$ cat src/rtl/wb_master_pkg.sv
// ============================================================================
// Module   : wb_master_pkg
// Purpose  : State encoding and default timeout for the Wishbone command master.
// Revision : 1.0 - initial release
// ============================================================================
`default_nettype none

package wb_master_pkg;

  localparam int unsigned DEFAULT_TIMEOUT_CYCLES = 255;

  typedef enum logic [1:0] {
    ST_IDLE = 2'd0,
    ST_BUS  = 2'd1,
    ST_RESP = 2'd2
  } state_e;

endpackage

`default_nettype wire

$ cat src/rtl/wb_cmd_master.sv
// ============================================================================
// Module   : wb_cmd_master
// Purpose  : Single-beat Wishbone classic master driven by a valid/ready
//            command stream, returning read data or a timeout response.
// Revision : 1.0 - initial release
// ============================================================================
`default_nettype none

module wb_cmd_master
  import wb_master_pkg::*;
#(
  parameter int unsigned TIMEOUT_CYCLES = DEFAULT_TIMEOUT_CYCLES
) (
  input  logic        clk,
  input  logic        reset_n,
  input  logic        cmd_valid,
  output logic        cmd_ready,
  input  logic        cmd_we,
  input  logic [31:0] cmd_addr,
  input  logic [31:0] cmd_data,
  input  logic [3:0]  cmd_sel,
  output logic        rsp_valid,
  input  logic        rsp_ready,
  output logic [31:0] rsp_data,
  output logic        rsp_timeout,
  output logic        o_wb_cyc,
  output logic        o_wb_stb,
  output logic        o_wb_we,
  output logic [31:0] o_wb_addr,
  output logic [31:0] o_wb_data,
  output logic [3:0]  o_wb_sel,
  input  logic        i_wb_ack,
  input  logic [31:0] i_wb_data,
  output logic        busy
);

  localparam int CNT_W = $clog2(TIMEOUT_CYCLES + 1);
  localparam logic [CNT_W-1:0] TIMEOUT_MAX = CNT_W'(TIMEOUT_CYCLES);

  state_e            state_q, state_d;
  logic              we_q, we_d;
  logic [31:0]       addr_q, addr_d;
  logic [31:0]       data_q, data_d;
  logic [3:0]        sel_q, sel_d;
  logic [CNT_W-1:0]  cnt_q, cnt_d;
  logic [31:0]       rsp_data_q, rsp_data_d;
  logic              rsp_timeout_q, rsp_timeout_d;
  logic [CNT_W-1:0]  cnt_inc;

  assign cnt_inc = cnt_q + CNT_W'(1);

  always_comb begin
    state_d       = state_q;
    we_d          = we_q;
    addr_d        = addr_q;
    data_d        = data_q;
    sel_d         = sel_q;
    cnt_d         = cnt_q;
    rsp_data_d    = rsp_data_q;
    rsp_timeout_d = rsp_timeout_q;
    case (state_q)
      ST_IDLE: begin
        if (cmd_valid) begin
          state_d = ST_BUS;
          we_d    = cmd_we;
          addr_d  = cmd_addr;
          data_d  = cmd_data;
          sel_d   = cmd_sel;
          cnt_d   = '0;
        end
      end
      ST_BUS: begin
        // Ack wins even on the edge where the counter would expire.
        if (i_wb_ack) begin
          state_d       = ST_RESP;
          rsp_data_d    = we_q ? 32'h0 : i_wb_data;
          rsp_timeout_d = 1'b0;
        end else if (cnt_inc == TIMEOUT_MAX) begin
          state_d       = ST_RESP;
          cnt_d         = cnt_inc;
          rsp_data_d    = 32'h0;
          rsp_timeout_d = 1'b1;
        end else begin
          cnt_d = cnt_inc;
        end
      end
      ST_RESP: begin
        if (rsp_ready) begin
          state_d = ST_IDLE;
        end
      end
      default: state_d = ST_IDLE;
    endcase
  end

  always_ff @(posedge clk or negedge reset_n) begin
    if (!reset_n) begin
      state_q       <= ST_IDLE;
      we_q          <= 1'b0;
      addr_q        <= 32'h0;
      data_q        <= 32'h0;
      sel_q         <= 4'h0;
      cnt_q         <= '0;
      rsp_data_q    <= 32'h0;
      rsp_timeout_q <= 1'b0;
    end else begin
      state_q       <= state_d;
      we_q          <= we_d;
      addr_q        <= addr_d;
      data_q        <= data_d;
      sel_q         <= sel_d;
      cnt_q         <= cnt_d;
      rsp_data_q    <= rsp_data_d;
      rsp_timeout_q <= rsp_timeout_d;
    end
  end

  // Bus strobes decode straight from state so an async reset drops them at once.
  assign cmd_ready   = (state_q == ST_IDLE);
  assign busy        = (state_q != ST_IDLE);
  assign rsp_valid   = (state_q == ST_RESP);
  assign o_wb_cyc    = (state_q == ST_BUS);
  assign o_wb_stb    = (state_q == ST_BUS);
  assign o_wb_we     = we_q;
  assign o_wb_addr   = addr_q;
  assign o_wb_data   = data_q;
  assign o_wb_sel    = sel_q;
  assign rsp_data    = rsp_data_q;
  assign rsp_timeout = rsp_timeout_q;

endmodule

`default_nettype wire

$ cat config.mk
export PLATFORM = sky130hd
export DESIGN_NAME = wb_cmd_master
export DESIGN_NICKNAME = d
export VERILOG_FILES = /design/src/rtl/wb_master_pkg.sv /design/src/rtl/wb_cmd_master.sv
export SDC_FILE = /design/constraint.sdc
export NUM_CORES = 1
export LEC_CHECK = 0
export BUFFER_PORTS_ARGS = -buffer_cell sky130_fd_sc_hd__buf_4
export CORE_UTILIZATION = 47
export DETAILED_ROUTE_END_ITERATION = 7
export PLACE_DENSITY = 0.85
export SYNTH_ARGS = -nofsm -noshare
export SYNTH_HDL_FRONTEND = slang
export SYNTH_SLANG_ARGS = --single-unit
$ cat constraint.sdc
create_clock -name clk -period 2.49 [get_ports clk]
set_input_delay 0.1245 -clock clk [delete_from_list [all_inputs] [get_ports clk]]
set_output_delay 0.1245 -clock clk [all_outputs]
set_load 0.03 [all_outputs]
==> flow_summary_export.csv <==
group,metric,value,unit
job,maxCapViolations,0,
synthesis,synth_cells,357,
synthesis,synth_compound_gate_area_share,11.66,%
placement,placed_cell_area,0.006390,mm^2
power,power.switching,4.329,mW
synthesis,synth_area,0.004658,mm^2
floorplan,core,0.009415,mm^2
power,p_int,5.316,mW
placement,port_buffers,212,
routing,avgViaCountPerCell,5.170,
floorplan,row_count,35,
power,power_frac_clock,10.2,%
synthesis,synth.area.mux_share,16.68,%
routing,routed-via-count,4064,
routing,wirelength,14.20,mm
run_status,outcome,"finished clean",
sta,finalHoldViolations,0,
global_routing,grt_antenna_before_repair,0,
sta,rsz0062_at_grt,"false",
routing,detail_route.first_pass.iterations,4,
worst_setup_path,path_max_fanout,22,
global_routing,number_of_global_route_vias_before_repair,4319,
cts,clock_transition_at_path_regs,0.11,ns
synthesis,seq_total_area_yosys,60.17,%
routing,detail_route.wl_per_cell,18.06,um
sta,pins_over_their_slew_limit,0,
sta,final.min_clock_period,2.300,ns
sta,achievable-frequency,434.9,MHz
cts,clk_latency,0.36,ns
cts,cts_repair_resize_count,0,
synthesis,synth-seq-cells,112,
routing,drcViolationCount,0,
synthesis,netlist_top_cells_area,"sky130_fd_sc_hd__dfrtp_1 (60%), sky130_fd_sc_hd__mux2_2 (17%), sky130_fd_sc_hd__a22oi_1 (5.2%)",
worst_setup_path,timing_worst_setup_path_type,"register to register",
global_routing,total_global_routing_track_utilization,27.58,%
placement,gp_congestion,0.8135,
worst_hold_path,hold_class,"input pin to register",
synthesis,synth_top_family_by_area,"multiplexers",
floorplan,io_pins,213,
sta,worstMarginPinSlew,0.7069,ns
synthesis,synthDominantAreaCellType,"sky130_fd_sc_hd__dfrtp_1",
floorplan,die_y,101.6,um
cells_and_area,final_layout_size_suffix_gt1_share,46.88,%
cts,deepest_clock_path_buffer_count,2,
cts,htree_num_levels,3,
worst_setup_path,worst-endpoint-required,2.70,ns
synthesis,yosys.area.top_type_share,60.17,%
worst_setup_path,worst_setup_path_start_kind,"register",
synthesis,fraction_of_the_mapped_netlist_area_in_simple_logic_gates,7.387,%
routing,route.antenna.remaining_nets,0,
synthesis,avgSynthCellArea,13.05,um^2
floorplan,floorplan.die.width,101.6,um
global_routing,grt_first_pass_wirelength,21.54,mm
cells_and_area,finalInstanceArea,0.007453,mm^2
power,vdd.ir_drop.worst,0.8140,mV
cts,cts_root_buffer,"sky130_fd_sc_hd__clkbuf_8",
cts,post-cts-setup-buffer-count,0,
routing,drtIter0Drc,172,
cts,post_cts_hold_buffer_count,83,
synthesis,synth.lib_cells_used.distinct,30,
power,share_seq_of_total_power,34.5,%
power,comb_power_share,55.3,%
sta,setup_viol,0,
worst_setup_path,worst_ep_arrival_time,2.51,ns
sta,final.period_utilization,92.35,%
floorplan,die-area,0.01031,mm^2
synthesis,synthesis.nets,465,
placement,hpwl_after_dpl,8.650,mm
cts,tritoncts_num_sinks,112,
cts,cts_inserted_buffers,9,
power,total_power,9.644,mW
power,power_per_cell_area,1294,mW/mm^2
global_routing,grt_overflow,0,
sta,maxSlewHeadroom,52.87,%
floorplan,start_util,49.48,%
synthesis,xor_and_xnor_fraction_of_the_mapped_netlist_area,0.7521,%
cells_and_area,n_antenna_cell,0,
synthesis,post_synth_fa_ha_maj_area_fraction,0.5372,%
sta,setup-tns-final,0,ns
cells_and_area,final_net_count,761,
sta,finClkSkew,0.01938,ns
power,power.switching_fraction,44.88,%
cells_and_area,syn2layout_area_growth,60.01,%
cts,tritoncts_clock_tree,"yes",
worst_setup_path,worst_setup_path_end_kind,"register",
power,power.leakage,3.408,nW
global_routing,grt_start_max_net_pins,55,
synthesis,synth_warnings,0,
==> stage by stage <==
stage	worst slack (ns)	hold WS, ns	instances	util [%]
2_1_floorplan	0.4730	-0.1711	357	-
3_3_place_gp	0.4723	0.2046	682	67.87
3_5_place_dp	0.3263	0.2156	682	67.87
4_1_cts	0.3132	0.0001002	780	78.52
5_1_grt	0.09532	0.0008197	786	79.16
6_report	0.1904	0.009769	786	79.16
==> power by group through the flow <==
stage	clock [mW]	combinational (mW)	sequential (mW)
finish	0.988	5.33	3.33
global placement	0	5.03	3.23
detailed placement	0	5.15	3.31
floorplan	0	1.56	4.85
global route	1.08	5.61	3.42
CTS	1.00	5.26	3.28
==> final cells by class <==
type | count | area (um^2)
flip-flops and latches | 112 | 2803
repair buffers | 309 | 2567
fillers | 564 | 1962
multi-input cells | 217 | 1734
well taps | 129 | 161.4
clock buffers | 11 | 141.4
clock inverters | 4 | 31.28
inverters | 4 | 15.01
==> kinds of logic after synthesis <==
family                     count (synthesis)
AOI/OAI and AO/OA                         83
DFF                                      112
buffers and inverters                     28
adders and majority gates                  2
and+or+nand+nor                           59
muxes                                     69
xor gates and xnor gates                   4
==> synthesized netlist by cell type <==
cell                        count
sky130_fd_sc_hd__nor2_1         5
sky130_fd_sc_hd__nor3b_1        3
sky130_fd_sc_hd__or2_2          1
sky130_fd_sc_hd__a22o_1         2
sky130_fd_sc_hd__and2_1         1
sky130_fd_sc_hd__mux2_2        69
sky130_fd_sc_hd__clkbuf_1      20
sky130_fd_sc_hd__a21o_1         2
sky130_fd_sc_hd__nor2b_1        1
sky130_fd_sc_hd__or3_4          1
sky130_fd_sc_hd__dfrtp_1      112
sky130_fd_sc_hd__a22oi_1       32
sky130_fd_sc_hd__inv_1          4
sky130_fd_sc_hd__buf_4          1
sky130_fd_sc_hd__o21ai_1        1
sky130_fd_sc_hd__nand3_1        3
sky130_fd_sc_hd__or3_1          1
sky130_fd_sc_hd__a21oi_1        2
sky130_fd_sc_hd__nand4_1        1
sky130_fd_sc_hd__nand2_1        7
sky130_fd_sc_hd__a2111oi_4      1
sky130_fd_sc_hd__ha_1           2
sky130_fd_sc_hd__buf_6          3
sky130_fd_sc_hd__o21a_1         1
sky130_fd_sc_hd__xor2_1         3
sky130_fd_sc_hd__o21bai_1       2
sky130_fd_sc_hd__xnor2_1        1
sky130_fd_sc_hd__nand2b_1      35
sky130_fd_sc_hd__o31ai_1        2
sky130_fd_sc_hd__o21ai_0       38
==> state kept, by name, summed over array words and instances (netlist names) <==
name	flops
o_wb_addr	32
o_wb_data	32
rsp_data	32
cnt_q	8
o_wb_sel	4
state_q	2
o_wb_we	1
rsp_timeout	1
==> final timing paths <==
kind                              start           end  slack, ns  cells past startpoint
setup / recovery               cnt_q[0]  rsp_data[27]       0.19                      6
hold / removal             i_wb_data[1]   rsp_data[1]       0.01                      3
setup reg to reg               cnt_q[0]  rsp_data[27]       0.19                      6
hold reg to reg            o_wb_addr[8]  o_wb_addr[8]       0.52                      1
max in group asynchronous       reset_n  o_wb_data[3]       1.44                      3
min in group asynchronous       reset_n   rsp_data[7]       0.37                      2
==> routing by layer <==
layer	up-vias	share of wire [%]	GRT usage, %
met5	-	0	0
met4	0	2.5	10.81
li1	1855	-	-
met3	30	7.6	7.246
met1	1993	38	31.47
met2	186	52	49.27
==> layout by cell type, fill, tap and decap left out, types with 3 or more instances in the layout <==
cell type,netlist,routed
sky130_fd_sc_hd__nand2b_1,35,35
sky130_fd_sc_hd__xor2_1,3,3
sky130_fd_sc_hd__mux2_2,69,69
sky130_fd_sc_hd__o21ai_0,38,38
sky130_fd_sc_hd__dlygate4sd3_1,0,89
sky130_fd_sc_hd__nand2_1,7,7
sky130_fd_sc_hd__clkbuf_8,0,10
sky130_fd_sc_hd__nor2_1,5,5
sky130_fd_sc_hd__buf_4,1,218
sky130_fd_sc_hd__dfrtp_1,112,112
sky130_fd_sc_hd__inv_1,4,4
sky130_fd_sc_hd__a22oi_1,32,32
sky130_fd_sc_hd__clkinvlp_4,0,3
sky130_fd_sc_hd__nand3_1,3,3
==> worst max-delay path: stages, from the launching register on <==
cell and delay (ns):
sky130_fd_sc_hd__dfrtp_1 0.44, sky130_fd_sc_hd__ha_1 0.26, sky130_fd_sc_hd__nand3_1 0.15, sky130_fd_sc_hd__or3_4 0.38
sky130_fd_sc_hd__a2111oi_4 0.40, sky130_fd_sc_hd__buf_4 0.31, sky130_fd_sc_hd__o21ai_0 0.21
Power figures use the tool's default switching activity.
